## config.mk

```make
export PLATFORM = sky130hd
export DESIGN_NAME = spiresp
export DESIGN_NICKNAME = d
export VERILOG_FILES = /design/src/rtl/spiresp.sv
export SDC_FILE = /design/constraint.sdc
export NUM_CORES = 1
export LEC_CHECK = 0
export BUFFER_PORTS_ARGS = -buffer_cell sky130_fd_sc_hd__buf_2
export CAP_MARGIN = 5
export CORE_MARGIN = 4
export CORE_UTILIZATION = 60
export DETAILED_ROUTE_END_ITERATION = 10
export PLACE_DENSITY = 0.87
export SLEW_MARGIN = 0
export SYNTH_ARGS = -nofsm -noshare
export SYNTH_HDL_FRONTEND = slang
export SYNTH_SLANG_ARGS = --single-unit
```

## constraint.sdc

```tcl
create_clock -name clk -period 3.7 [get_ports clk]
set_input_delay 0 -clock clk [delete_from_list [all_inputs] [get_ports clk]]
set_output_delay 0 -clock clk [all_outputs]
set_load 0.005 [all_outputs]
```

## src/rtl/spiresp.sv

```systemverilog
// SPI return path: streams a status snapshot or queued event bytes back to the
// SPI slave shifter, one byte per spi_tx_next pulse.
module spiresp #(
    parameter int DEPTH = 16,
    parameter int AW    = 4
) (
    input  logic        clk,
    input  logic        reset,
    input  logic        spi_cmd_valid,
    input  logic [7:0]  spi_cmd,
    input  logic        spi_tx_next,
    input  logic        spi_msg_end,
    output logic [7:0]  spi_txdata,
    input  logic        evt_wr,
    input  logic [7:0]  evt_data,
    input  logic [31:0] status_in,
    output logic        evt_pending
);
    typedef enum logic [1:0] {IDLE, STATUS, EVENTS} state_t;

    localparam logic [7:0]  CMD_STATUS = 8'h20;
    localparam logic [7:0]  CMD_EVENTS = 8'h21;
    localparam logic [AW:0] FULL_CNT   = DEPTH[AW:0];

    state_t        state, state_nxt;
    logic [7:0]    idx, idx_nxt;
    logic [7:0]    tx_nxt;
    logic          snap_ld;
    logic [31:0]   stat_snap;
    logic [AW:0]   cnt_snap;

    logic [7:0]    mem [DEPTH];
    logic [AW-1:0] rd_ptr, wr_ptr;
    logic [AW:0]   count;
    logic          ovf;
    logic          full, empty, pop, push_ok, ovf_hit;

    function automatic logic [7:0] status_byte(input logic [7:0] sel,
                                               input logic [31:0] snap,
                                               input logic [AW:0] cnt);
        case (sel)
            8'd1:    status_byte = 8'(cnt);
            8'd2:    status_byte = snap[7:0];
            8'd3:    status_byte = snap[15:8];
            8'd4:    status_byte = snap[23:16];
            8'd5:    status_byte = snap[31:24];
            default: status_byte = 8'hFF;
        endcase
    endfunction

    assign full    = (count == FULL_CNT);
    assign empty   = (count == '0);
    // A full FIFO still takes a push when the same cycle frees a slot.
    assign push_ok = evt_wr && (!full || pop);
    assign ovf_hit = evt_wr && !push_ok;

    always_comb begin
        state_nxt = state;
        idx_nxt   = idx;
        tx_nxt    = spi_txdata;
        pop       = 1'b0;
        snap_ld   = 1'b0;
        if (spi_msg_end) begin
            state_nxt = IDLE;
            idx_nxt   = '0;
            tx_nxt    = 8'hFF;
        end else if (spi_cmd_valid) begin
            idx_nxt = '0;
            snap_ld = 1'b1;
            case (spi_cmd)
                CMD_STATUS: begin
                    state_nxt = STATUS;
                    tx_nxt    = {ovf, full, empty, 5'b0};
                end
                CMD_EVENTS: begin
                    state_nxt = EVENTS;
                    tx_nxt    = 8'(count);
                end
                default: begin
                    state_nxt = IDLE;
                    tx_nxt    = 8'hFF;
                end
            endcase
        end else if (spi_tx_next) begin
            idx_nxt = (idx == 8'hFF) ? idx : idx + 8'd1;
            case (state)
                STATUS:  tx_nxt = status_byte(idx_nxt, stat_snap, cnt_snap);
                EVENTS: begin
                    // Only the events counted at the command edge are streamed.
                    if (idx < 8'(cnt_snap) && !empty) begin
                        tx_nxt = mem[rd_ptr];
                        pop    = 1'b1;
                    end else begin
                        tx_nxt = 8'hFF;
                    end
                end
                default: tx_nxt = 8'hFF;
            endcase
        end
    end

    always_ff @(posedge clk or posedge reset) begin
        if (reset) begin
            state      <= IDLE;
            idx        <= '0;
            spi_txdata <= 8'hFF;
            cnt_snap   <= '0;
        end else begin
            state      <= state_nxt;
            idx        <= idx_nxt;
            spi_txdata <= tx_nxt;
            if (snap_ld) cnt_snap <= count;
        end
    end

    always_ff @(posedge clk) begin
        if (snap_ld) stat_snap <= status_in;
        if (push_ok) mem[wr_ptr] <= evt_data;
    end

    always_ff @(posedge clk or posedge reset) begin
        if (reset) begin
            rd_ptr      <= '0;
            wr_ptr      <= '0;
            count       <= '0;
            ovf         <= 1'b0;
            evt_pending <= 1'b0;
        end else begin
            if (push_ok) wr_ptr <= wr_ptr + AW'(1);
            if (pop)     rd_ptr <= rd_ptr + AW'(1);
            case ({push_ok, pop})
                2'b10:   count <= count + (AW+1)'(1);
                2'b01:   count <= count - (AW+1)'(1);
                default: count <= count;
            endcase
            // A dropped push in the same cycle as the status read's end keeps ovf set.
            if (ovf_hit)
                ovf <= 1'b1;
            else if (spi_msg_end && state == STATUS)
                ovf <= 1'b0;
            evt_pending <= (count != '0);
        end
    end
endmodule

```

==> results of run 1 <==
[path summary, 6_finish.rpt]
kind / startpoint / end / slack (ns)
max: idx[2] / count[4] / 0.21
min: spi_msg_end / idx[0] / 0.04
max reg2reg: idx[2] / count[4] / 0.21
min reg2reg: spi_txdata[0] / spi_txdata[0] / 0.55
max in group asynchronous: reset / rd_ptr[0] / 3.06
min in group asynchronous: reset / count[2] / 0.24
[synthesized netlist by cell type (all sizes together), types with 7 or more instances]
cell type | n | area share
nor4 | 7 | 0.0067
nand2 | 40 | 0.017
o21ai | 36 | 0.020
dfrtp | 30 | 0.085
a22oi | 11 | 0.0094
nor3 | 8 | 0.0051
xnor2 | 9 | 0.0090
buf | 21 | 0.015
a21oi | 19 | 0.011
dfstp | 8 | 0.024
a31oi | 9 | 0.0064
inv | 19 | 0.0081
nand3 | 7 | 0.0046
mux4 | 32 | 0.084
a21o | 12 | 0.010
mux2i | 10 | 0.011
clkbuf | 9 | 0.0038
a211oi | 9 | 0.0082
ha | 18 | 0.026
nor2 | 30 | 0.013
edfxtp | 160 | 0.55
nor2b | 7 | 0.0050
[logic make-up after synthesis]
logic type,after synthesis,share of synthesized area
fa+ha+maj,19,0.0279
mux,44,0.0975
simple gates,125,0.0746
compound gates,128,0.104
flops,198,0.655
xor+xnor,14,0.0139
buf+inv,50,0.0273
[layout make-up]
| cell class | instances | area [µm²] | area share |
|---|---|---|---|
| well taps | 180 | 225 | 0.0216 |
| flip-flops and latches | 198 | 5770 | 0.554 |
| multi-input cells | 330 | 2790 | 0.268 |
| clock inverters | 15 | 191 | 0.0184 |
| inverters | 20 | 75.1 | 0.00721 |
| clock buffers | 17 | 425 | 0.0409 |
| repair buffers | 127 | 931 | 0.0894 |
[layout by cell type (no fill, tap or decap), types with 3 or more instances in the layout]
cell type,n
a22oi_1,11
buf_2,62
nor2b_1,7
mux4_1,4
dlygate4sd3_1,48
a31oi_1,9
a21oi_1,19
nand3b_1,3
clkinv_8,6
buf_4,16
clkinv_1,3
dfstp_2,8
xor2_1,5
a21o_1,12
clkbuf_16,17
inv_1,19
nand3_1,6
o2bb2ai_1,5
nor3_1,7
mux2i_1,10
edfxtp_1,160
and3_1,5
nand2b_1,4
o21ai_0,36
dfrtp_1,27
nor2_1,30
mux4_2,28
ha_1,18
nor4_1,6
dfrtp_2,3
nand2_1,39
a211oi_1,8
o211ai_1,4
a211o_1,4
xnor2_1,9
[worst max-delay path, cell delays in order (launching register included)]
cell	delay (ns)
dfrtp_2	0.50
ha_1	0.31
o21a_1	0.19
o21ai_0	0.30
o2111a_1	0.41
o21a_1	0.21
inv_1	0.05
ha_1	0.24
inv_1	0.13
fa_1	0.22
inv_1	0.06
a21o_1	0.18
a21oi_1	0.17
xnor2_1	0.08
nor2_1	0.18
xor2_1	0.20
[through the flow]
stage / total power [W] / setup slack [ns] / area, µm² / std cells / util
2_1_floorplan: 0.00326 / 0.604 / 8800 / 578 / -
3_3_place_gp: 0.00347 / 0.457 / 9310 / 807 / 0.661
3_5_place_dp: 0.00353 / 0.308 / 9310 / 807 / 0.661
4_1_cts: 0.00543 / 0.189 / 10400 / 887 / 0.738
5_1_grt: 0.00570 / 0.0496 / 10400 / 887 / 0.739
6_report: 0.00549 / 0.211 / 10400 / 887 / 0.739
[per-layer routing]
| metal | global-route usage | vias to the layer above |
|---|---|---|
| met3 | 0.0701 | 84 |
| met2 | 0.468 | 459 |
| met4 | 0.118 | 0 |
| met5 | 0 | - |
| met1 | 0.390 | 2907 |
| li1 | - | 2488 |
[state kept, by name (all words and copies together) (netlist names)]
signal       count
stat_snap       32
cnt_snap         5
rd_ptr           4
count            5
idx              8
state            2
wr_ptr           4
spi_txdata       8
evt_pending      1
ovf              1
mem            128
[timing repair]
action,in CTS,in global routing
endpoints found under the hold margin,197,0
hold buffers,48,0
gates resized for setup,0,2
buffers inserted,0,0
endpoints found under the setup margin,0,1
[power by group]
part / internal (W) / switching (W)
Sequential: 0.00266 / 0.000164
Combinational: 0.000326 / 0.000443
Clock: 0.000972 / 0.000929
==> flow_summary.yaml, run 1 <==
outcome:
  status: "complete, no violations"
critical_path:
  worstPathRequired_ns: 4.06
  critPathKind: "reg -> reg"
  path_max_fanout: 12
  crit_arrival_ns: 3.85
  cp-end-kind: "flip-flop"
  startpoint_type: "flip-flop"
  worst-r2r-cell-count: 15
detailed_routing:
  met3_length_mm: 2.46
  wl_met2_mm: 11.1
  final_antenna_net_count: 0
  vias: 5938
  vias_per_cell: 6.69
  drt_iter0_drc: 868
  dr.pass1.iters: 8
  wl_per_cell_um: 25.6
  top_layer_used: "met4"
  route.detailed.drc: 0
  wl_met1_mm: 8.17
  drt-total-wl_mm: 22.7
cells_and_area:
  fillers: 787
  n_antenna_cell: 0
  drive_gt1_frac: 0.232
  syn2layout_area_growth_pct: 18.3
  nets: 767
synth:
  synthCells: 578
  avgSynthCellArea_um2: 15.2
  synth_seq_cells: 198
  syn-cell-area_um2: 8800
  synth_edf_count: 160
  yosysUniqueCellTypes: 68
  synth-seq-area-share: 0.655
  ys_warn_count: 0
  ys_async_sr_fraction: 0.192
  ys.flop_type: "edfxtp_1"
  synth.net_count: 651
cts:
  cts_tree: "done"
  cts_root_buffer: "clkbuf_16"
  cts.htree.levels: 4
  clock-sinks: 198
  path_clk_slew_ns: 0.08
  cts_buffer_depth: 2
  cts_buffers: 17
  clk-insertion-delay-late_ns: 0.45
floorplanning:
  rows: 43
  die_h_um: 129
  initial_utilization: 0.624
  core_um2: 14100
  die_w_um: 129
  die_area_um2: 16700
  io_pins: 63
timing:
  relSlewSlack: 0.370
  setup_violations: 0
  finalCriticalPeriod_ns: 3.49
  drv_slew: 0
  fmax_mhz: 287
  worst_pin_slew_ns: 0.945
  hold_violations: 0
  hold_ws_ns: 0.0362
  setup_tns_ns: 0
  skew_ns: 0.0191
  rsz0062_at_grt: "false"
  finalCritPeriodShare: 0.943
place:
  port_buffers: 62
  place_congestion: 0.900
  post-dp-hpwl_mm: 13.0
hold_path:
  min_path_type: "in -> reg"
  hold_depth: 3
job:
  maxCapViolCount: 0
global_route:
  grt_antenna_before_repair: 0
  track_usage: 0.292
  grt_pass1_wl_mm: 35.5
  grt_pass1_vias: 5941
  grt_start_max_net_pins: 41
  overflow: 0
power_and_ir_drop:
  leakage_nw: 3.69
  vdd_drop_max_v: 0.000485
  powerDensity_nw_per_um2: 528
No activity file was read; power rests on OpenSTA's default activity.
==> inputs of run 2 (changes only) <==
BUFFER_PORTS_ARGS = -buffer_cell sky130_fd_sc_hd__buf_4   (was -buffer_cell sky130_fd_sc_hd__buf_2)
CORE_MARGIN = 2   (was 4)
CORE_UTILIZATION = 40   (was 60)
PLACE_DENSITY = 0.65   (was 0.87)
==> run 2 against run 1 <==
Highest routed layer unchanged; sequential power barely moved; core utilization is 25 points lower; flip-flop and latch count did not move; critical endpoint unchanged; largest power group unchanged; largest cell class unchanged; critical path depth is the same.
==> flow_summary.yaml, run 2 (synthesized netlist as in run 1, its figures left out) <==
outcome:
  status: "complete, no violations"
critical_path:
  path_max_fanout: 12
  worst-r2r-cell-count: 15
  worstPathRequired_ns: 4.01
  startpoint_type: "flip-flop"
  cp-end-kind: "flip-flop"
  path_cells: "ha_1, o21a_1, o21ai_0, o2111a_1, o21a_1, inv_1, ha_1, inv_1, fa_1, inv_1, a21o_1, a21oi_1, xnor2_1, nor2_1, xor2_1"
  critPathKind: "reg -> reg"
  max_stage_delay_ns: 0.59
  worstReg2RegStart: "idx[2]"
  crit_path_frequent_cell: "inv_1"
  crit_arrival_ns: 3.76
  r2r-end: "count[4]"
  slowest_stage: "dfrtp_1"
  r2r_slack_ns: 0.25
timing:
  setup_tns_ns: 0
  worst_slack_ns: 0.246
  fmax_mhz: 290
  setup_violations: 0
  finalCriticalPeriod_ns: 3.45
  relSlewSlack: 0.167
  finalCritPeriodShare: 0.933
  worst_pin_slew_ns: 1.25
  drv_slew: 0
  rsz0062_at_grt: "false"
  skew_ns: 0.0164
  hold_violations: 0
floorplanning:
  io_pins: 63
  die_area_um2: 23200
  core_um2: 21700
  rows: 54
  die_h_um: 152
  initial_utilization: 0.406
  die_w_um: 152
detailed_routing:
  vias: 5394
  vias_per_cell: 5.48
  route.detailed.drc: 0
  dr.pass1.iters: 5
  final_antenna_net_count: 0
  drt-total-wl_mm: 19.7
  drt_iter0_drc: 452
  wl_per_cell_um: 20.0
cts:
  cts_buffers: 17
  cts_buffer_depth: 2
  cts_tree: "done"
  clk-insertion-delay-late_ns: 0.44
  clock-sinks: 198
  path_clk_slew_ns: 0.07
  cts.htree.levels: 4
  cts_root_buffer: "clkbuf_16"
cells_and_area:
  top_regs: "mem: 128 flops, stat_snap: 32 flops"
  final_common_cell: "edfxtp_1"
  largest_reg_flops: 128
  fin_cells: 985
  fillers: 1843
  regMostFlops: "mem"
  drive_gt1_frac: 0.230
  nets: 766
  layout_common_cells: "edfxtp_1 (160), buf_4 (79), dlygate4sd3_1 (47), nand2_1 (39), o21ai_0 (36)"
  n_antenna_cell: 0
  syn2layout_area_growth_pct: 20.9
place:
  place_congestion: 0.867
  post-dp-hpwl_mm: 13.3
  port_buffers: 62
  dp_cells: 907
  preCtsSetupSlack_ns: 0.280
power_and_ir_drop:
  leakage_nw: 3.74
  vdd_drop_max_v: 0.000374
  powerDensity_nw_per_um2: 505
hold_path:
  hold_depth: 4
  hold_end: "state[0]"
  holdCritStartpoint: "spi_cmd[6]"
  min_path_type: "in -> reg"
global_route:
  overflow: 0
  grt_pass1_vias: 5483
  track_usage: 0.173
  grt_pass1_wl_mm: 30.9
  grt_antenna_before_repair: 0
  grt_start_max_net_pins: 42
job:
  maxCapViolCount: 0
-- run 2: cell count changes in the layout (fill, tap and decap cells not counted), moves of 2 or more --
| cell | delta |
|---|---|
| buf_4 | +63 |
| clkinv_1 | -2 |
| inv_8 | +2 |
| clkinv_8 | -4 |
| buf_2 | -62 |
| dfrtp_2 | -2 |
| dfrtp_1 | +2 |
-- run 2: power by group --
group          leakage [nW]  internal, W  total, W  switching [W]
clock network         0.285     0.000963   0.00183       0.000866
registers              1.93      0.00266   0.00281       0.000148
logic                  1.53     0.000339  0.000742       0.000403
-- run 2: per-stage QoR --
stage	hold slack, ns	utilization	total power, W	cell area (µm²)
4_1_cts	0.0309	0.490	0.00543	10600
6_report	0.0346	0.490	0.00538	10600
3_5_place_dp	0.174	0.442	0.00355	9580
3_3_place_gp	0.170	0.442	0.00351	9580
2_1_floorplan	0.0989	-	0.00326	8800
5_1_grt	0.0475	0.490	0.00563	10600
-- run 2: final cells by class --
class                      instances  area (µm²)  area share
timing repair buffer             126        1060       0.100
sequential                       198        5770       0.542
multi-input combinational        330        2790       0.263
inverter                          20        75.1     0.00706
clock inverter                    13         159      0.0149
clock buffer                      18         429      0.0403
tap                              280         350      0.0329
-- run 2: timing repair --
action / 4_1_cts / 5_1_grt
hold buffers: 47 / 0
endpoints found under the hold margin: 198 / 0
buffers inserted: 0 / 0
gates resized for setup: 0 / 0
-- run 2: worst max-delay path: cells and delay by family (launching register included) --
| kind | cells | cell delay, ns |
|---|---|---|
| and+or+nand+nor | 1 | 0.07 |
| DFF | 1 | 0.59 |
| AOI/OAI and AO/OA | 6 | 1.42 |
| xor gates and xnor gates | 2 | 0.29 |
| buffers and inverters | 3 | 0.22 |
| adders and majority gates | 3 | 0.74 |
-- run 2: worst max path at each step --
| stage | startpoint | to | slack, ns |
|---|---|---|---|
| floorplan | idx[1] | count[4] | 0.60 |
| global placement | idx[2] | count[4] | 0.42 |
| detailed placement | idx[2] | count[4] | 0.28 |
| CTS | idx[2] | count[4] | 0.25 |
| global route | idx[2] | count[4] | 0.02 |
| finish | idx[2] | count[4] | 0.25 |
-- run 2: per-layer routing --
| layer | GRT usage | vias to the layer above | routed length (µm) |
|---|---|---|---|
| li1 | - | 2484 | - |
| met1 | 0.228 | 2751 | 8560 |
| met4 | 0.0432 | 0 | 212 |
| met5 | 0 | - | 0 |
| met2 | 0.298 | 141 | 10100 |
| met3 | 0.0330 | 18 | 785 |
==> inputs of run 3 (changes only) <==
clock period = 3.25 ns   (was 3.7 ns; I/O delays follow)
==> run 3 against run 2 <==
Via count increased by 2.0%; worst setup slack improved by 0.038 ns; register-to-register slack improved by 0.04 ns; count of clock-buffer cells in the layout decreased by 1; clock skew decreased by 0.0045 ns; fmax increased by 16%; cell count increased by 1.9%; clock power increased by 19%; core utilization increased by 0.84 points; die area unchanged; hold slack improved by 0.0051 ns.
==> flow_summary.yaml, run 3 (synthesized netlist as in run 1, its figures left out) <==
critical_path:
  critPathLaunch: "idx[1]"
  cp-end-kind: "flip-flop"
  path_max_fanout: 4
  critPathKind: "reg -> reg"
  path_cells: "ha_1, a2111oi_4, o2111a_1, o21a_1, inv_1, ha_1, inv_1, fa_1, inv_1, a21o_1, a21oi_1, xnor2_1, nor2_1, xor2_1"
  crit_arrival_ns: 3.28
  crit_path_frequent_cell: "inv_1"
  startpoint_type: "flip-flop"
  max_stage_delay_ns: 0.38
  slowest_stage: "dfrtp_1"
  worstReg2RegStart: "idx[1]"
  worstPathRequired_ns: 3.56
global_route:
  track_usage: 0.177
  grt_pass1_wl_mm: 31.8
  grt_pass1_vias: 5741
  grt_antenna_before_repair: 0
  grt_start_max_net_pins: 30
  overflow: 0
floorplanning:
  die_w_um: 152
  die_h_um: 152
  initial_utilization: 0.406
  core_um2: 21700
  io_pins: 63
  die_area_um2: 23200
  rows: 54
timing:
  hold_violations: 0
  relSlewSlack: 0.234
  rsz0062_at_grt: "false"
  skew_ns: 0.0119
  worst_pin_slew_ns: 1.15
  drv_slew: 0
  setup_violations: 0
  setup_tns_ns: 0
  fmax_mhz: 337
  finalCritPeriodShare: 0.912
  finalCriticalPeriod_ns: 2.97
  worst_slack_ns: 0.285
detailed_routing:
  vias: 5501
  dr.pass1.iters: 5
  vias_per_cell: 5.48
  route.detailed.drc: 0
  wl_per_cell_um: 19.8
  drt_iter0_drc: 385
  drt-total-wl_mm: 19.9
  final_antenna_net_count: 0
cells_and_area:
  syn2layout_area_growth_pct: 22.9
  drive_gt1_frac: 0.253
  nets: 784
  final_common_cell: "edfxtp_1"
  regMostFlops: "mem"
  top_regs: "mem: 128 flops, stat_snap: 32 flops"
  n_antenna_cell: 0
  largest_reg_flops: 128
  layout_common_cells: "edfxtp_1 (160), buf_4 (97), dlygate4sd3_1 (47), nand2_1 (39), o21ai_0 (35)"
cts:
  clk-insertion-delay-late_ns: 0.44
  cts_buffer_depth: 2
  path_clk_slew_ns: 0.08
  cts_tree: "done"
  clock-sinks: 198
  cts.htree.levels: 4
  cts_buffers: 17
  postCtsSetupBuffers: 0
  cts_root_buffer: "clkbuf_16"
place:
  port_buffers: 62
  post-dp-hpwl_mm: 13.7
  place_congestion: 0.861
  preCtsSetupSlack_ns: 0.261
hold_path:
  holdCritStartpoint: "spi_msg_end"
  min_path_type: "in -> reg"
power_and_ir_drop:
  vdd_drop_max_v: 0.000341
  powerDensity_nw_per_um2: 577
  leakage_nw: 3.86
job:
  maxCapViolCount: 0
outcome:
  status: "complete, no violations"
-- run 3: changes by cell type in the layout (fill, tap and decap cells not counted), sizes merged --
| cell | previous run | this run |
|---|---|---|
| buf | 79 | 97 |
| clkbuf | 18 | 17 |
| clkinv | 5 | 9 |
| clkinvlp | 1 | 0 |
| inv | 26 | 25 |
-- run 3: area by class of cell --
cell class / instances / area (µm²)
Clock buffer: 17 / 425
Clock inverter: 15 / 203
Fill cell: 1798 / 10900
Inverter: 20 / 75.1
Multi-Input combinational cell: 330 / 2800
Sequential cell: 198 / 5770
Tap cell: 280 / 350
Timing Repair Buffer: 144 / 1200
-- run 3: power breakdown --
group | switching [W] | internal, W
registers | 0.000161 | 0.00302
logic | 0.000472 | 0.000400
clock network | 0.00106 | 0.00112
total | 0.00169 | 0.00455
-- run 3: final timing paths --
kind / endpoint / slack, ns / cells after the start
max: count[4] / 0.28 / 14
min: idx[5] / 0.04 / 3
max reg2reg: count[4] / 0.28 / 14
min reg2reg: spi_txdata[0] / 0.57 / 2
max in group asynchronous: rd_ptr[0] / 2.07 / 4
min in group asynchronous: cnt_snap[4] / 0.38 / 3
-- run 3: worst max-delay path: cells and delay by family, from the launching register on --
kind,cells,cell delay [ns]
compound gates,5,1.14
xor+xnor,2,0.27
fa+ha+maj,3,0.76
buf+inv,3,0.22
flops,1,0.38
simple gates,1,0.06
-- run 3: layer usage --
layer,track usage,wire (µm),vias up,part of all wire
li1,-,-,2529,-
met3,0.0316,845,32,0.042
met2,0.295,9940,156,0.50
met1,0.236,8670,2784,0.44
met4,0.0570,442,0,0.022
met5,0,0,-,0
-- run 3: what timing repair did --
action	CTS	global route
hold endpoints to repair	186	0
resized for setup	0	2
endpoints found under the setup margin	0	1
hold buffers	47	0
-- run 3: metrics by stage --
stage	total power, W	cells	hold slack [ns]	cell area (µm²)	utilization
after floorplan	0.00371	578	0.0989	8800	-
after global placement	0.00401	925	0.178	9710	0.448
after detailed placement	0.00406	925	0.180	9710	0.448
after CTS	0.00627	1004	0.0231	10800	0.499
after global routing	0.00650	1004	0.0464	10800	0.499
final	0.00624	1004	0.0397	10800	0.499
